**src/rtl/rv32_pkg.sv**
```systemverilog
// Shared RV32I load/store definitions: funct3 codes, fault causes, LSU state and op payload.
package rv32_pkg;

    localparam logic [2:0] F3_B  = 3'b000;
    localparam logic [2:0] F3_H  = 3'b001;
    localparam logic [2:0] F3_W  = 3'b010;
    localparam logic [2:0] F3_BU = 3'b100;
    localparam logic [2:0] F3_HU = 3'b101;

    localparam logic [1:0] CAUSE_NONE     = 2'b00;
    localparam logic [1:0] CAUSE_MISALIGN = 2'b01;
    localparam logic [1:0] CAUSE_TIMEOUT  = 2'b10;
    localparam logic [1:0] CAUSE_ILLEGAL  = 2'b11;

    typedef enum logic [1:0] {
        ST_IDLE   = 2'd0,
        ST_ACCESS = 2'd1,
        ST_DONE   = 2'd2
    } lsu_state_e;

    typedef struct packed {
        logic       is_store;
        logic [2:0] funct3;
        logic [1:0] lane;
        logic [4:0] rd;
    } lsu_op_t;

    // Stores only know B/H/W; loads additionally accept BU/HU.
    function automatic logic f3_illegal(input logic is_store, input logic [2:0] f3);
        logic res;
        if (is_store) res = (f3 > F3_W);
        else          res = !(f3 == F3_B || f3 == F3_H || f3 == F3_W ||
                              f3 == F3_BU || f3 == F3_HU);
        return res;
    endfunction

    function automatic logic f3_misaligned(input logic [2:0] f3, input logic [1:0] lane);
        logic res;
        case (f3[1:0])
            2'b01:   res = lane[0];
            2'b10:   res = (lane != 2'b00);
            default: res = 1'b0;
        endcase
        return res;
    endfunction

endpackage

```
**src/rtl/lsu_mem_stage_if.sv**
```systemverilog
// Execute-stage request, data-memory and write-back signals of the load/store unit.
interface lsu_mem_stage_if;
    logic        req_valid;
    logic        req_ready;
    logic        is_store;
    logic [2:0]  funct3;
    logic [31:0] addr;
    logic [31:0] store_data;
    logic [4:0]  rd;
    logic        mem_req;
    logic        mem_we;
    logic [31:0] mem_addr;
    logic [31:0] mem_wdata;
    logic [3:0]  mem_be;
    logic        mem_ack;
    logic [31:0] mem_rdata;
    logic        wb_valid;
    logic [4:0]  wb_rd;
    logic [31:0] wb_data;
    logic        stall;
    logic        fault;
    logic [1:0]  fault_cause;

    modport master (
        output req_valid, is_store, funct3, addr, store_data, rd, mem_ack, mem_rdata,
        input  req_ready, mem_req, mem_we, mem_addr, mem_wdata, mem_be,
               wb_valid, wb_rd, wb_data, stall, fault, fault_cause
    );

    modport slave (
        input  req_valid, is_store, funct3, addr, store_data, rd, mem_ack, mem_rdata,
        output req_ready, mem_req, mem_we, mem_addr, mem_wdata, mem_be,
               wb_valid, wb_rd, wb_data, stall, fault, fault_cause
    );
endinterface

```
**src/rtl/lsu_align.sv**
```systemverilog
// Byte-lane steering: store byte enables / replicated write data, and load extraction.
module lsu_align
    import rv32_pkg::*;
(
    input  logic [2:0]  i_funct3,
    input  logic [1:0]  i_lane,
    input  logic [31:0] i_wdata,
    input  logic [31:0] i_rdata,
    output logic [3:0]  o_be,
    output logic [31:0] o_wdata,
    output logic [31:0] o_load
);
    logic [7:0]  w_byte;
    logic [15:0] w_half;

    always_comb begin
        w_byte = i_rdata[{i_lane, 3'b000} +: 8];
        w_half = i_lane[1] ? i_rdata[31:16] : i_rdata[15:0];
    end

    always_comb begin
        o_be    = 4'hF;
        o_wdata = i_wdata;
        case (i_funct3[1:0])
            2'b00: begin
                o_be    = 4'b0001 << i_lane;
                o_wdata = {4{i_wdata[7:0]}};
            end
            2'b01: begin
                o_be    = i_lane[1] ? 4'b1100 : 4'b0011;
                o_wdata = {2{i_wdata[15:0]}};
            end
            default: ;
        endcase
    end

    always_comb begin
        o_load = i_rdata;
        case (i_funct3)
            F3_B:    o_load = {{24{w_byte[7]}}, w_byte};
            F3_BU:   o_load = {24'h000000, w_byte};
            F3_H:    o_load = {{16{w_half[15]}}, w_half};
            F3_HU:   o_load = {16'h0000, w_half};
            default: ;
        endcase
    end
endmodule

```
**src/rtl/lsu_mem_stage.sv**
```systemverilog
// RV32I load/store unit: validates ops, runs one req/ack memory access with timeout,
// and returns extended load data to the register-file write port.
module lsu_mem_stage
    import rv32_pkg::*;
#(
    parameter int unsigned TIMEOUT  = 255,
    parameter logic [31:0] RESET_WB = 32'h0000_0000
) (
    input logic         clk,
    input logic         reset,
    lsu_mem_stage_if.slave bus
);
    localparam int unsigned CNT_W = (TIMEOUT > 1) ? $clog2(TIMEOUT) : 1;

    lsu_state_e       r_state;
    lsu_op_t          r_op;
    logic [CNT_W-1:0] r_cnt;
    logic             r_req_ready;
    logic             r_stall;
    logic             r_mem_req;
    logic             r_mem_we;
    logic [31:0]      r_mem_addr;
    logic [31:0]      r_mem_wdata;
    logic [3:0]       r_mem_be;
    logic             r_wb_valid;
    logic [4:0]       r_wb_rd;
    logic [31:0]      r_wb_data;
    logic             r_fault;
    logic [1:0]       r_fault_cause;

    logic [2:0]  w_f3;
    logic [1:0]  w_lane;
    logic [3:0]  w_be;
    logic [31:0] w_wdata;
    logic [31:0] w_load;
    logic        w_illegal;
    logic        w_misaligned;

    // The aligner serves the incoming op while idle and the latched op during the access.
    always_comb begin
        w_f3         = (r_state == ST_IDLE) ? bus.funct3    : r_op.funct3;
        w_lane       = (r_state == ST_IDLE) ? bus.addr[1:0] : r_op.lane;
        w_illegal    = f3_illegal(bus.is_store, bus.funct3);
        w_misaligned = f3_misaligned(bus.funct3, bus.addr[1:0]);
    end

    lsu_align u_align (
        .i_funct3 (w_f3),
        .i_lane   (w_lane),
        .i_wdata  (bus.store_data),
        .i_rdata  (bus.mem_rdata),
        .o_be     (w_be),
        .o_wdata  (w_wdata),
        .o_load   (w_load)
    );

    always_ff @(posedge clk or posedge reset) begin
        if (reset) begin
            r_state       <= ST_IDLE;
            r_op          <= '0;
            r_cnt         <= '0;
            r_req_ready   <= 1'b1;
            r_stall       <= 1'b0;
            r_mem_req     <= 1'b0;
            r_mem_we      <= 1'b0;
            r_mem_addr    <= '0;
            r_mem_wdata   <= '0;
            r_mem_be      <= '0;
            r_wb_valid    <= 1'b0;
            r_wb_rd       <= '0;
            r_wb_data     <= RESET_WB;
            r_fault       <= 1'b0;
            r_fault_cause <= '0;
        end else begin
            r_wb_valid <= 1'b0;
            r_fault    <= 1'b0;
            case (r_state)
                ST_IDLE: begin
                    if (bus.req_valid) begin
                        if (w_illegal) begin
                            r_fault       <= 1'b1;
                            r_fault_cause <= CAUSE_ILLEGAL;
                        end else if (w_misaligned) begin
                            r_fault       <= 1'b1;
                            r_fault_cause <= CAUSE_MISALIGN;
                        end else begin
                            r_op        <= '{is_store: bus.is_store, funct3: bus.funct3,
                                             lane: bus.addr[1:0], rd: bus.rd};
                            r_mem_req   <= 1'b1;
                            r_mem_we    <= bus.is_store;
                            r_mem_addr  <= {bus.addr[31:2], 2'b00};
                            r_mem_wdata <= bus.is_store ? w_wdata : 32'h0000_0000;
                            r_mem_be    <= bus.is_store ? w_be : 4'hF;
                            r_cnt       <= '0;
                            r_req_ready <= 1'b0;
                            r_stall     <= 1'b1;
                            r_state     <= ST_ACCESS;
                        end
                    end
                end
                ST_ACCESS: begin
                    // An ack on the final allowed cycle still wins over the timeout.
                    if (bus.mem_ack) begin
                        r_mem_req <= 1'b0;
                        r_state   <= ST_DONE;
                        if (!r_op.is_store && r_op.rd != 5'd0) begin
                            r_wb_valid <= 1'b1;
                            r_wb_rd    <= r_op.rd;
                            r_wb_data  <= w_load;
                        end
                    end else if (r_cnt == CNT_W'(TIMEOUT - 1)) begin
                        r_mem_req     <= 1'b0;
                        r_fault       <= 1'b1;
                        r_fault_cause <= CAUSE_TIMEOUT;
                        r_req_ready   <= 1'b1;
                        r_stall       <= 1'b0;
                        r_state       <= ST_IDLE;
                    end else begin
                        r_cnt <= r_cnt + CNT_W'(1);
                    end
                end
                ST_DONE: begin
                    r_req_ready <= 1'b1;
                    r_stall     <= 1'b0;
                    r_state     <= ST_IDLE;
                end
                default: begin
                    r_mem_req   <= 1'b0;
                    r_req_ready <= 1'b1;
                    r_stall     <= 1'b0;
                    r_state     <= ST_IDLE;
                end
            endcase
        end
    end

    assign bus.req_ready   = r_req_ready;
    assign bus.stall       = r_stall;
    assign bus.mem_req     = r_mem_req;
    assign bus.mem_we      = r_mem_we;
    assign bus.mem_addr    = r_mem_addr;
    assign bus.mem_wdata   = r_mem_wdata;
    assign bus.mem_be      = r_mem_be;
    assign bus.wb_valid    = r_wb_valid;
    assign bus.wb_rd       = r_wb_rd;
    assign bus.wb_data     = r_wb_data;
    assign bus.fault       = r_fault;
    assign bus.fault_cause = r_fault_cause;
endmodule

```
**src/flat_wrapper.sv**
```systemverilog
// flat-port wrapper written by rule: the top's interface ports become plain ports
module lsu_mem_stage_flat import rv32_pkg::*;
#(
    parameter int unsigned TIMEOUT  = 255,
    parameter logic [31:0] RESET_WB = 32'h0000_0000
)
  (clk, reset, bus_req_valid, bus_is_store, bus_funct3, bus_addr, bus_store_data, bus_rd, bus_mem_ack, bus_mem_rdata, bus_req_ready, bus_mem_req, bus_mem_we, bus_mem_addr, bus_mem_wdata, bus_mem_be, bus_wb_valid, bus_wb_rd, bus_wb_data, bus_stall, bus_fault, bus_fault_cause);
  lsu_mem_stage_if bus_i ();
  input logic clk;
  input logic reset;
  input wire logic [$bits(bus_i.req_valid)-1:0] bus_req_valid;
  input wire logic [$bits(bus_i.is_store)-1:0] bus_is_store;
  input wire logic [$bits(bus_i.funct3)-1:0] bus_funct3;
  input wire logic [$bits(bus_i.addr)-1:0] bus_addr;
  input wire logic [$bits(bus_i.store_data)-1:0] bus_store_data;
  input wire logic [$bits(bus_i.rd)-1:0] bus_rd;
  input wire logic [$bits(bus_i.mem_ack)-1:0] bus_mem_ack;
  input wire logic [$bits(bus_i.mem_rdata)-1:0] bus_mem_rdata;
  output wire logic [$bits(bus_i.req_ready)-1:0] bus_req_ready;
  output wire logic [$bits(bus_i.mem_req)-1:0] bus_mem_req;
  output wire logic [$bits(bus_i.mem_we)-1:0] bus_mem_we;
  output wire logic [$bits(bus_i.mem_addr)-1:0] bus_mem_addr;
  output wire logic [$bits(bus_i.mem_wdata)-1:0] bus_mem_wdata;
  output wire logic [$bits(bus_i.mem_be)-1:0] bus_mem_be;
  output wire logic [$bits(bus_i.wb_valid)-1:0] bus_wb_valid;
  output wire logic [$bits(bus_i.wb_rd)-1:0] bus_wb_rd;
  output wire logic [$bits(bus_i.wb_data)-1:0] bus_wb_data;
  output wire logic [$bits(bus_i.stall)-1:0] bus_stall;
  output wire logic [$bits(bus_i.fault)-1:0] bus_fault;
  output wire logic [$bits(bus_i.fault_cause)-1:0] bus_fault_cause;
  assign bus_i.req_valid = bus_req_valid;
  assign bus_i.is_store = bus_is_store;
  assign bus_i.funct3 = bus_funct3;
  assign bus_i.addr = bus_addr;
  assign bus_i.store_data = bus_store_data;
  assign bus_i.rd = bus_rd;
  assign bus_i.mem_ack = bus_mem_ack;
  assign bus_i.mem_rdata = bus_mem_rdata;
  assign bus_req_ready = bus_i.req_ready;
  assign bus_mem_req = bus_i.mem_req;
  assign bus_mem_we = bus_i.mem_we;
  assign bus_mem_addr = bus_i.mem_addr;
  assign bus_mem_wdata = bus_i.mem_wdata;
  assign bus_mem_be = bus_i.mem_be;
  assign bus_wb_valid = bus_i.wb_valid;
  assign bus_wb_rd = bus_i.wb_rd;
  assign bus_wb_data = bus_i.wb_data;
  assign bus_stall = bus_i.stall;
  assign bus_fault = bus_i.fault;
  assign bus_fault_cause = bus_i.fault_cause;
  lsu_mem_stage #(.TIMEOUT(TIMEOUT), .RESET_WB(RESET_WB)) u_core (.clk(clk), .reset(reset), .bus(bus_i));
endmodule
```
**config.mk**
```make
export PLATFORM = sky130hd
export DESIGN_NAME = lsu_mem_stage_flat
export DESIGN_NICKNAME = d
export VERILOG_FILES = /design/src/rtl/rv32_pkg.sv /design/src/rtl/lsu_mem_stage_if.sv /design/src/rtl/lsu_align.sv /design/src/rtl/lsu_mem_stage.sv /design/src/flat_wrapper.sv
export SDC_FILE = /design/constraint.sdc
export NUM_CORES = 1
export LEC_CHECK = 0
export ABC_AREA = 1
export BUFFER_PORTS_ARGS = -buffer_cell sky130_fd_sc_hd__buf_4
export CAP_MARGIN = 20
export CELL_PAD_IN_SITES_DETAIL_PLACEMENT = 1
export CELL_PAD_IN_SITES_GLOBAL_PLACEMENT = 1
export CORE_MARGIN = 3
export CORE_UTILIZATION = 39
export CTS_CLUSTER_SIZE = 20
export DETAILED_ROUTE_END_ITERATION = 8
export GPL_TIMING_DRIVEN = 0
export PLACE_DENSITY_LB_ADDON = 0.12
export SETUP_SLACK_MARGIN = 0.1
export SLEW_MARGIN = 20
export SYNTH_ARGS = -nofsm -noshare
export SYNTH_HDL_FRONTEND = slang
export SYNTH_SLANG_ARGS = --single-unit
```
**constraint.sdc**
```tcl
create_clock -name clk -period 7.5 [get_ports clk]
set_input_delay 1.125 -clock clk [delete_from_list [all_inputs] [get_ports clk]]
set_output_delay 1.125 -clock clk [all_outputs]
set_load 0.005 [all_outputs]
```
==> out/metrics.csv <==
metric,value,unit
R2R depth,10,
antenna-violating nets left,0,
largest family of logic cells by synthesized area,simple AND/OR/NAND/NOR gates,
cell family with most CP delay,buffers and inverters,
RSZ-0062 raised after global routing,no,
Tot GR Track Use,0.242,
CP Depth,9,
CTS tree,done,
GRT overflow,0,
via count,6421,
post-CTS sizing,0,
"Setup violations, final",0,
placed cell count,1286,
total I/O pin count,222,
Fin Setup TNS,0,ps
Num CTS Buffers,17,
PnR worst setup slack,4910,ps
Worst Path Buf+Inv,4,
Post-synth ARST share,1.00,
total of warnings raised by yosys,0,
Tcrit/Tclk final,0.345,
worst hold path depth,2,
Max-cap violations,0,
most numerous cell in the Yosys netlist,nand2_1,
Core Box Area,0.0162,mm^2
Post-synth EDFFs,0,
setup bufs post-CTS,0,
CP Launch Type,input port,
critical path class,input port to flip-flop,
Antenna diodes,0,
# hold bufs at CTS,0,
Most used DFF post-synth,dfrtp_1,
Pleak,0.00493,uW
Worst-Skew Late Latency,420,ps
Yosys top cell area share,0.495,
fin. max-slew vios,0,
Min-Delay Endpoint,u_core.bus.req_ready$_DFFE_PP1P_,
Power Dens Cells,332,mW/mm^2
Hold Crit Class,flip-flop to flip-flop,
first-pass GRT wire length,35200,um
reg-to-reg critical path endpoint,u_core.bus.wb_data[6]$_DFFE_PP0P_,
post-synthesis sequential element count,131,
"Seq/Total Area, Yosys",0.499,
leading post-synthesis cells by instance count,"nand2_1 (327), dfrtp_1 (130), inv_1 (86)",
initial antenna violation count,0,
biggest area consumer among synthesized cells,dfrtp_1,
Tmin final,2590,ps
Gate Count Post-Synth,849,
RD Place Congestion,0.844,
status,"complete, no violations",
Worst R2R Start,u_core.r_state[1]$_DFFE_PP0P_,
Worst Path Arrival,2920,ps
DRT iter0 DRCs,238,
Wirelength per Cell,16.8,um
Critical Path End Type,flip-flop,
fraction of the mapped netlist area in adder cells,0.00951,
clock transition at the registers of the reported paths,60,ps
FF-to-FF setup slack,5540,ps
NumNets Final,1203,
die height,136,um
CTS root buf,clkbuf_16,
layout cells sized above 1,0.311,
DIE AREA,0.0185,mm^2
DR vias/cell,4.88,
Max stage delay on crit path,290,ps
f_max,0.386,GHz
# port buffers,219,
peak supply drop,0.000186,V
Clock Sinks,131,
Post-Synth XOR/XNOR Area,0.00533,
skew final,7.99,ps
CTS Buffer Depth,2,
dpl ws,4510,ps
DRC,0,
relative slew slack,0.600,
compound-gate portion of the synthesized area,0.0986,
Layout Cells excl Fill,1317,
vias in the first global route,6769,
row cnt,46,
WL final,22100,um
H-tree levels,4,
CP cell instances,buf_4 > inv_1 > ha_1 > o211ai_1 > nand3_2 > nor2_4 > inv_2 > buf_2 > o21ai_0,
largest net degree at the start of global routing,92,
synth unique cells,30,
Simple-Gate Fraction of Synth Area,0.304,
chip width,136,um
cell area after synthesis,0.00658,mm^2
critical-path cell with the highest stage delay,nand3_2,
Post-Syn Area per Cell,7.74,um^2
post-synthesis mux area share,0,
critical path peak fanout,10,
Synth area leaders,"dfrtp_1 (49%), nand2_1 (19%), o21ai_0 (5.2%)",
Initial Utilization,0.407,
Slew @ Worst Pin,600,ps
drt pass-1 iters,4,
DPL Wire Length,16600,um
Layout area overhead,38.6,%
Worst EP required,7830,ps
hold wc startpoint,u_core.bus.req_ready$_DFFE_PP1P_,
Final Hold Viols,0,
## power breakdown
group | total [uW] | internal (uW) | switching, uW
clock network | 829 | 505 | 324
registers | 1110 | 961 | 147
logic | 1080 | 537 | 548
total | 3020 | 2000 | 1020
## registers in the layout, indices dropped and copies added, names as in the netlist, 2 cells and up
| register | cells |
|---|---|
| u_core.r_state | 2 |
| u_core.r_cnt | 8 |
| u_core.bus.mem_be | 4 |
| u_core.bus.wb_data | 32 |
| u_core.r_op | 11 |
| u_core.bus.wb_rd | 5 |
| u_core.bus.mem_wdata | 32 |
| u_core.bus.mem_addr | 30 |
| u_core.bus.fault_cause | 2 |
## through the flow
step	total power [uW]	instance area, um^2	hold slack, ps	utilization
after floorplan	1610	6580	453	-
after global placement	2160	8490	456	0.525
after detailed placement	2210	8530	469	0.527
after CTS	3060	9110	488	0.563
after global routing	3240	9110	503	0.563
final	3020	9110	481	0.563
## worst min-delay path: cells and delay by family (launching register included)
kind / cells / cell delay (ps)
buf+inv: 1 / 40
compound gates: 1 / 60
flops: 1 / 370
## cells by family after synthesis
kind of cell	Yosys count
compound gates	121
buf+inv	127
flops	131
fa+ha+maj	5
simple gates	460
xor+xnor	4
other cells	1
## metal layers
layer | track usage | wire [um]
met5 | 0 | 0
met4 | 0.0538 | 241
met3 | 0.0592 | 1650
met2 | 0.410 | 10600
met1 | 0.317 | 9620
## worst max-delay path by stage
stage,to,slack [ps],from
global route,u_core.bus.mem_wdata[12]$_DFFE_PP0P_,4740,bus_funct3[0]
CTS,u_core.bus.mem_wdata[1]$_DFFE_PP0P_,4910,bus_funct3[0]
global placement,u_core.bus.wb_data[29]$_DFFE_PP0P_,1200,reset
floorplan,u_core.bus.fault$_DFF_PP0_,2880,reset
finish,u_core.bus.mem_wdata[1]$_DFFE_PP0P_,4910,bus_funct3[0]
detailed placement,u_core.bus.mem_wdata[4]$_DFFE_PP0P_,4510,bus_funct3[0]
## area by class of cell
cell class | instances | area [um^2]
plain buffers | 37 | 213
clock buffers | 19 | 453
clock inverters | 12 | 131
fillers | 2065 | 7060
inverters | 90 | 345
multi-input cells | 592 | 2750
flip-flops and latches | 131 | 3280
well taps | 216 | 270
repair buffers | 220 | 1670
## cell usage in the layout, fill, tap and decap left out, drive strengths merged
cell type / netlist / final
a21oi: 36 / 36
a22oi: 2 / 2
buf: 29 / 249
bufinv: 0 / 2
clkbuf: 8 / 27
clkinv: 0 / 4
clkinvlp: 0 / 4
conb: 1 / 2
dfrtp: 130 / 130
dfstp: 1 / 1
ha: 5 / 5
inv: 90 / 92
nand2: 337 / 337
nand3: 55 / 55
nand4: 1 / 1
nor2: 37 / 37
nor3: 4 / 4
o211ai: 1 / 1
o21a: 2 / 2
o21ai: 74 / 74
o22ai: 6 / 6
or2: 26 / 26
xor2: 4 / 4
No activity file was read; power rests on OpenSTA's default activity.
